File: src/rtl/hazard_stall_ctrl.sv
// Purpose: pipeline stall/flush control covering load-use bubbles, EX jump flushes and interrupt sequencing.
// Latency: outputs are combinational from registered state plus current inputs; state advances one step per clk.
// Backpressure: holds PC and IF/ID while stalled; int_req is held until the int_ack pulse. Optional macro HAZ_PERF_CNT_EN adds stall/flush counters.
module hazard_stall_ctrl #(
  parameter int LOAD_STALL_CYCLES = 1,
  parameter int INT_DRAIN_CYCLES  = 2
) (
  input  logic       clk,
  input  logic       reset,
  input  logic       ex_mem_read,
  input  logic       ex_reg_write,
  input  logic [2:0] ex_rdst,
  input  logic [2:0] id_rsrc,
  input  logic [2:0] id_rdst,
  input  logic       id_uses_rsrc,
  input  logic       id_uses_rdst,
  input  logic       ex_is_jmp,
  input  logic       int_req,
  output logic       pc_stall,
  output logic       if_id_stall,
  output logic       id_ex_stall,
  output logic       if_id_flush,
  output logic       id_ex_flush,
  output logic       int_inject,
  output logic [1:0] int_phase,
  output logic       int_ack
`ifdef HAZ_PERF_CNT_EN
  ,
  output logic [15:0] stall_count,
  output logic [15:0] flush_count
`endif
);

  typedef enum logic [2:0] {
    S_IDLE      = 3'd0,
    S_LD_STALL  = 3'd1,
    S_INT_DRAIN = 3'd2,
    S_INT_PC    = 3'd3,
    S_INT_FLAGS = 3'd4,
    S_INT_VEC   = 3'd5
  } state_t;

  // With a single bubble the LD_STALL state is never entered, so its reload is unused.
  localparam logic [3:0] LD_RELOAD    = (LOAD_STALL_CYCLES > 1) ? 4'(LOAD_STALL_CYCLES - 2) : 4'd0;
  localparam logic [3:0] DRAIN_RELOAD = 4'(INT_DRAIN_CYCLES - 1);

  state_t     state;
  state_t     state_nxt;
  logic [3:0] cnt;
  logic [3:0] cnt_nxt;
  logic       hz;

  assign hz = ex_mem_read & ex_reg_write &
              ((id_uses_rsrc & (id_rsrc == ex_rdst)) | (id_uses_rdst & (id_rdst == ex_rdst)));

  // State and bubble/drain counter register.
  always_ff @(posedge clk) begin
    if (reset) begin
      state <= S_IDLE;
      cnt   <= 4'd0;
    end else begin
      state <= state_nxt;
      cnt   <= cnt_nxt;
    end
  end

  // Next state and outputs; jump beats interrupt beats load-use, reset forces everything low.
  always_comb begin
    state_nxt   = state;
    cnt_nxt     = cnt;
    pc_stall    = 1'b0;
    if_id_stall = 1'b0;
    id_ex_stall = 1'b0;
    if_id_flush = 1'b0;
    id_ex_flush = 1'b0;
    int_inject  = 1'b0;
    int_phase   = 2'b00;
    int_ack     = 1'b0;

    case (state)
      S_IDLE: begin
        if (ex_is_jmp) begin
          if_id_flush = 1'b1;
          id_ex_flush = 1'b1;
        end else if (int_req) begin
          // The pending load (if any) finishes while fetch drains.
          state_nxt = S_INT_DRAIN;
          cnt_nxt   = DRAIN_RELOAD;
        end else if (hz) begin
          pc_stall    = 1'b1;
          if_id_stall = 1'b1;
          id_ex_flush = 1'b1;
          if (LOAD_STALL_CYCLES > 1) begin
            state_nxt = S_LD_STALL;
            cnt_nxt   = LD_RELOAD;
          end
        end
      end

      S_LD_STALL: begin
        if (ex_is_jmp) begin
          if_id_flush = 1'b1;
          id_ex_flush = 1'b1;
          state_nxt   = S_IDLE;
          cnt_nxt     = 4'd0;
        end else begin
          pc_stall    = 1'b1;
          if_id_stall = 1'b1;
          id_ex_flush = 1'b1;
          if (cnt == 4'd0) begin
            state_nxt = S_IDLE;
          end else begin
            cnt_nxt = cnt - 4'd1;
          end
        end
      end

      S_INT_DRAIN: begin
        if (ex_is_jmp) begin
          // A late jump refills the front end, so the drain restarts.
          if_id_flush = 1'b1;
          id_ex_flush = 1'b1;
          cnt_nxt     = DRAIN_RELOAD;
        end else begin
          pc_stall    = 1'b1;
          if_id_flush = 1'b1;
          if (cnt == 4'd0) begin
            state_nxt = S_INT_PC;
          end else begin
            cnt_nxt = cnt - 4'd1;
          end
        end
      end

      S_INT_PC: begin
        pc_stall    = ~ex_is_jmp;
        if_id_flush = 1'b1;
        id_ex_flush = ex_is_jmp;
        int_inject  = 1'b1;
        int_phase   = 2'b01;
        state_nxt   = S_INT_FLAGS;
      end

      S_INT_FLAGS: begin
        pc_stall    = ~ex_is_jmp;
        if_id_flush = 1'b1;
        id_ex_flush = ex_is_jmp;
        int_inject  = 1'b1;
        int_phase   = 2'b10;
        state_nxt   = S_INT_VEC;
      end

      S_INT_VEC: begin
        if_id_flush = ex_is_jmp;
        id_ex_flush = ex_is_jmp;
        int_phase   = 2'b11;
        int_ack     = 1'b1;
        state_nxt   = S_IDLE;
        cnt_nxt     = 4'd0;
      end

      default: begin
        state_nxt = S_IDLE;
        cnt_nxt   = 4'd0;
      end
    endcase

    if (reset) begin
      pc_stall    = 1'b0;
      if_id_stall = 1'b0;
      id_ex_stall = 1'b0;
      if_id_flush = 1'b0;
      id_ex_flush = 1'b0;
      int_inject  = 1'b0;
      int_phase   = 2'b00;
      int_ack     = 1'b0;
    end
  end

`ifdef HAZ_PERF_CNT_EN
  // Saturating counts of stalled cycles and flushing cycles.
  always_ff @(posedge clk) begin
    if (reset) begin
      stall_count <= 16'd0;
      flush_count <= 16'd0;
    end else begin
      if (pc_stall && (stall_count != 16'hFFFF)) begin
        stall_count <= stall_count + 16'd1;
      end
      if ((if_id_flush || id_ex_flush) && (flush_count != 16'hFFFF)) begin
        flush_count <= flush_count + 16'd1;
      end
    end
  end
`endif

endmodule

File: config.mk
export PLATFORM = sky130hd
export DESIGN_NAME = hazard_stall_ctrl
export DESIGN_NICKNAME = d
export VERILOG_FILES = /design/src/rtl/hazard_stall_ctrl.sv
export SDC_FILE = /design/constraint.sdc
export NUM_CORES = 1
export LEC_CHECK = 0
export CAP_MARGIN = 20
export CORE_ASPECT_RATIO = 0.75
export CORE_UTILIZATION = 30
export DETAILED_ROUTE_END_ITERATION = 10
export SLEW_MARGIN = 20
export SYNTH_ARGS = -nofsm -noshare
export SYNTH_HDL_FRONTEND = slang
export SYNTH_SLANG_ARGS = --single-unit
File: constraint.sdc
create_clock -name clk -period 3.95 [get_ports clk]
set_input_delay 0.395 -clock clk [delete_from_list [all_inputs] [get_ports clk]]
set_output_delay 0.395 -clock clk [all_outputs]
set_load 0.005 [all_outputs]
Yosys cells after proc, flatten, opt, wreduce, memory -nomap -nowiden
Index checks and enable logic that the tools add are counted.
- output and inout port bits: 9
- memory bits (read-only): 0
- bits of input ports: 17
- flip-flop bits (word level): 7
- latch bits: 0
- logic and storage cells: 64
- memories kept: 0
- memory bits (writable): 0
- divide/modulo/power cells: 0
- bitwise logic cells: 7
- mux-type cells: 33
- reduce and logical (&&, ||, !) cells: 9
- equal/unequal tests: 12
- $mul: 0
- order comparisons: 0
- add/sub/neg operators: 1
- shift operators: 0
- operators by type and width (cell ; count):
    $mux W4 ; 5
    $mux W3 ; 6
    $pmux W4 S4 ; 1
    $pmux W3 S5 ; 1
    $mux W1 ; 14
    $ne A2 B2 Y1 const B ; 4
    $eq A3 B2 Y1 const B ; 2
    $eq A3 B3 Y1 ; 2
    $eq A3 B3 Y1 const B ; 2
    $pmux W1 S3 ; 2
    $pmux W2 S3 ; 1
    $reduce_or A2 Y1 ; 3
    $reduce_or A3 Y1 ; 2
    $reduce_and A5 Y1 ; 1
    $and A1 B1 Y1 ; 4
    $logic_not A4 Y1 ; 1
    $pmux W1 S4 ; 1
    $sub A4 B1 Y4 const B ; 1
    $eq A3 B1 Y1 const B ; 1
    $logic_not A3 Y1 ; 1
    $ne A3 B3 Y1 const B ; 1
    $reduce_and A3 Y1 ; 1
    $mux W2 ; 1
    $not A1 Y1 ; 2
    2 further kinds ; 2

Logic depth before layout (Yosys ltp)
- depth after elaboration: 9
- gate-level depth with buffers: 7
- gate-level depth less buffers: 6

Least setup slack after synthesis
OpenSTA, ideal clock, no wires.
- kind: reg-to-output
- start point: register state[2]
- end point: output id_ex_flush
- path slack: 2.240 ns
- path buffers: 1
- arrival time: 1.315 ns
- required time: 3.555 ns
- cell stages (with the launch flop): 6
- path through: dfxtp_1 > buf_2 > inv_1 > ha_1 > o22a_1 > o21a_1
- word-level cells in the longest chain between the ends: 4
- RTL lines (what ; line ; RTL):
    from (decl) ; 47 ; state_t state;
    from (signal assigned) ; 62 ; state <= state_nxt;
    $eq A3 B3 Y1 / $eq A3 B2 Y1 (equally long branches) ; 80 ; case (state)
    $reduce_or A3 Y1 (no line) ; n/a ;
    $pmux W1 S4 (*) ; 80 ;
    $mux W1 (*) ; 168 ; if (reset) begin
    to (decl) ; 23 ; output logic id_ex_flush,
Mark *: on every way between the ends. The rest lies on a longest branch, timed or not.

Worst setup path in the final report
- start point: input ex_rdst[1]
- end point: output if_id_stall
- word-level cells in the longest chain between the ends: 9
- RTL lines (what ; line ; RTL):
    from (decl) ; 12 ; input logic [2:0] ex_rdst,
    $eq A3 B3 Y1 ; 54 ; ((id_uses_rsrc & (id_rsrc == ex_rdst)) | (id_uses_rdst & (id_rdst == ex_rdst)));
    $and A1 B1 Y1 ; 54 ;
    $or A1 B1 Y1 (*) ; 54 ;
    $and A1 B1 Y1 (*) ; 53 ; assign hz = ex_mem_read & ex_reg_write &
    $mux W1 (*) ; 89 ; end else if (hz) begin
    $mux W1 (*) ; 85 ; end else if (int_req) begin
    $mux W1 (*) ; 82 ; if (ex_is_jmp) begin
    $pmux W1 S2 (*) ; 80 ;
    $mux W1 (*) ; 168 ;
    to (decl) ; 20 ; output logic if_id_stall,
Marked as above.

==> results.md <==
- Comb pwr share: 0.339
- # IOs: 26
- CTS tree: done
- Most used cell, CP: clkdlybuf4s50_1
- Tmin final: 2710 ps
- Post-synth ARST share: 0
- IO Port Bufs: 24
- Core area: 2290 um2
- Slew HR: 0.593
- Area Growth Syn to Fin: 34.9%
- Post-Syn Nets: 109
- Slowest CP cell: clkdlybuf4s50_1
- Total track usage: 0.136
- Yosys reg bits: 7
- Post-detailed-routing wire length: 1680 um
- VDD IR max: 0.153 mV
- Share of the synthesized area in the top cell type: 0.192
- Die Area: 2630 um2
- Int Pwr: 0.155 mW
- CTS clk-pin slew, worst paths: 50 ps
- Hold path start: cnt[1]$_SDFFE_PP0P_
- DRT iter0 DRCs: 10
- Synth area leader: dfxtp_1
- R2r startpoint: cnt[0]$_SDFFE_PP0P_
- Crit-path max FO: 3
- Final worst path period share: 0.687
- GP Congestion: 0.753
- Mean area per synthesized cell: 8.27 um2
- Longest Clk Path Bufs: 2
- Final setup TNS: 0 ps
- CP startpoint kind: input pin
- Final Max Slew Viols: 0
- Sw frac: 0.310
- Final Hold Fails: 0
- Die width: 58.9 um
- Most common cell after layout, fill and taps aside: clkdlybuf4s50_1
- Initial Util: 0.318
- Worst Skew: 1.93 ps
- CP arrival: 2320 ps
- Root Buffer: clkbuf_4
- Commonest non-fill, non-tap cells in the layout: clkdlybuf4s50_1 (24), a21oi_1 (9), xnor2_1 (8), nor2_1 (7), dfxtp_1 (7)
- Element type at the critical path end: output pin
- Final setup vio count: 0
- Setup Fix Bufs, Post-CTS: 0
- Crit path buf inv count: 2
- P_sw: 0.0695 mW
- Reported leakage power: 0.332 nW
- DRC violation count after routing: 0
- Sequential power share: 0.356
- Ranking of synthesized cells by area: dfxtp_1 (19%), xnor2_1 (9.6%), ha_1 (6.9%)
- Worst min-delay path class: reg -> reg
- Post-Place Setup Slack: 1230 ps
- Multi-input gate area: 514 um2
- CP max stage delay: 510 ps
- Final core utilization: 0.429
- Via density: 5.00
- Layout cell share with drive strength beyond 1: 0.0917
- Nets: 131
- Yosys cell types: 38
- Status: finished, final reports clean
- CTS Buf Count: 3
- RSZ-0062 raised after global routing: false
- H-Tree Depth: 1
- Power consumption: 0.224 mW
- Top Family by Delay on Critical Path: buffers and inverters
- Fmax achieved: 0.369 GHz
- Mapped Cells: 88
- Pin count of the biggest net entering global routing: 17
- Initial antenna violation count: 0
- Critical-path cell list: clkdlybuf4s50_1, xnor2_1, nand4_1, a2111oi_4, o211a_1, clkdlybuf4s50_1
- Hpwl dp: 1270 um
- Final worst-path setup slack: 1240 ps
- Type of the worst setup path: in -> out
- Sequential Area: 140 um2
- Crit path launch: ex_rdst[1]
- WP data required: 3560 ps
- Pwr dens: 228 nW/um2
- Number of global-route vias before repair: 630
- Clk sinks: 7
- Max Cap Viol: 0
- EDFF count, synth: 0
- Resize count post-CTS: 0
- Detailed Routing Iterations Pass 1: 4
- Fillers: 237
- Sequential area share after synthesis: 0.192
- Clock network fraction of design power: 0.305
- Antenna viol nets, final: 0
- Via count: 715
- Row count: 15
- Slew @ Worst Pin: 610 ps
- Most used DFF post-synth: dfxtp_1
- Ant. Diodes: 0
- Clk_lat worst skew: 260 ps
- Netlist Area Pre-Place: 728 um2
- First-pass GRT wire length: 2640 um
- DR WL/cell: 11.7 um
- Total gr overflow: 0
- Hold Buf Count CTS: 0
- Die outline height: 44.7 um
- Yosys warning total: 0
tightest hold or removal path: stages (launching register included):
cell and delay (ps):
dfxtp_1 320, nand2_1 60, a21oi_1 50
flip-flops by register name (all words and copies together), names as in the netlist:
| signal | count |
|---|---|
| cnt | 4 |
| state | 3 |
Yosys cell counts (3+ instances only):
| master | count |
|---|---|
| ha_1 | 4 |
| dfxtp_1 | 7 |
| a21oi_1 | 9 |
| nor2_1 | 7 |
| nor3_1 | 3 |
| xnor2_1 | 8 |
| o21ai_1 | 3 |
| inv_1 | 5 |
| nor2b_1 | 3 |
| buf_6 | 3 |
cell families (layout without fill, tap and decap cells):
family          after synthesis  in the layout  synth area share
buf+inv                      12             33             0.101
xor+xnor                      9              9             0.119
fa+ha+maj                     4              4            0.0687
other cells                   1              1           0.00515
compound gates               23             23             0.239
flops                         7              7             0.192
simple gates                 32             32             0.275
final timing paths:
check / end / slack [ps] / cells past startpoint
worst max-delay path: if_id_stall / 1240 / 6
worst min-delay path: cnt[1]$_SDFFE_PP0P_ / 480 / 2
worst max register to register: state[0]$_SDFFE_PP0P_ / 2240 / 6
worst min register to register: cnt[1]$_SDFFE_PP0P_ / 480 / 2
power groups by stage:
stage / registers (mW) / logic (mW) / clock network (mW)
floorplan: 0.0772 / 0.0565 / 0
global placement: 0.0812 / 0.0752 / 0
detailed placement: 0.0812 / 0.0757 / 0
CTS: 0.0797 / 0.0763 / 0.0694
global route: 0.0804 / 0.0829 / 0.0740
finish: 0.0797 / 0.0760 / 0.0684
stage by stage:
step / instances / area (um2) / hold WS, ps
after global routing: 143 / 982 / 496
final: 143 / 982 / 479
after detailed placement: 139 / 956 / 479
after floorplan: 88 / 728 / 446
after global placement: 139 / 956 / 465
after CTS: 143 / 982 / 485
final cells by class:
type / instances / area share
Tap cell: 34 / 0.0433
Sequential cell: 7 / 0.143
Multi-Input combinational cell: 69 / 0.524
Inverter: 5 / 0.0191
Timing Repair Buffer: 24 / 0.245
Clock buffer: 4 / 0.0268
per-layer routing:
metal / GRT usage / wire (um) / up-vias
li1: - / - / 353
met1: 0.166 / 779 / 328
met2: 0.205 / 694 / 29
met3: 0.0673 / 181 / 5
met4: 0.0571 / 25 / 0
met5: 0 / 0 / -
Power figures use the tool's default switching activity.
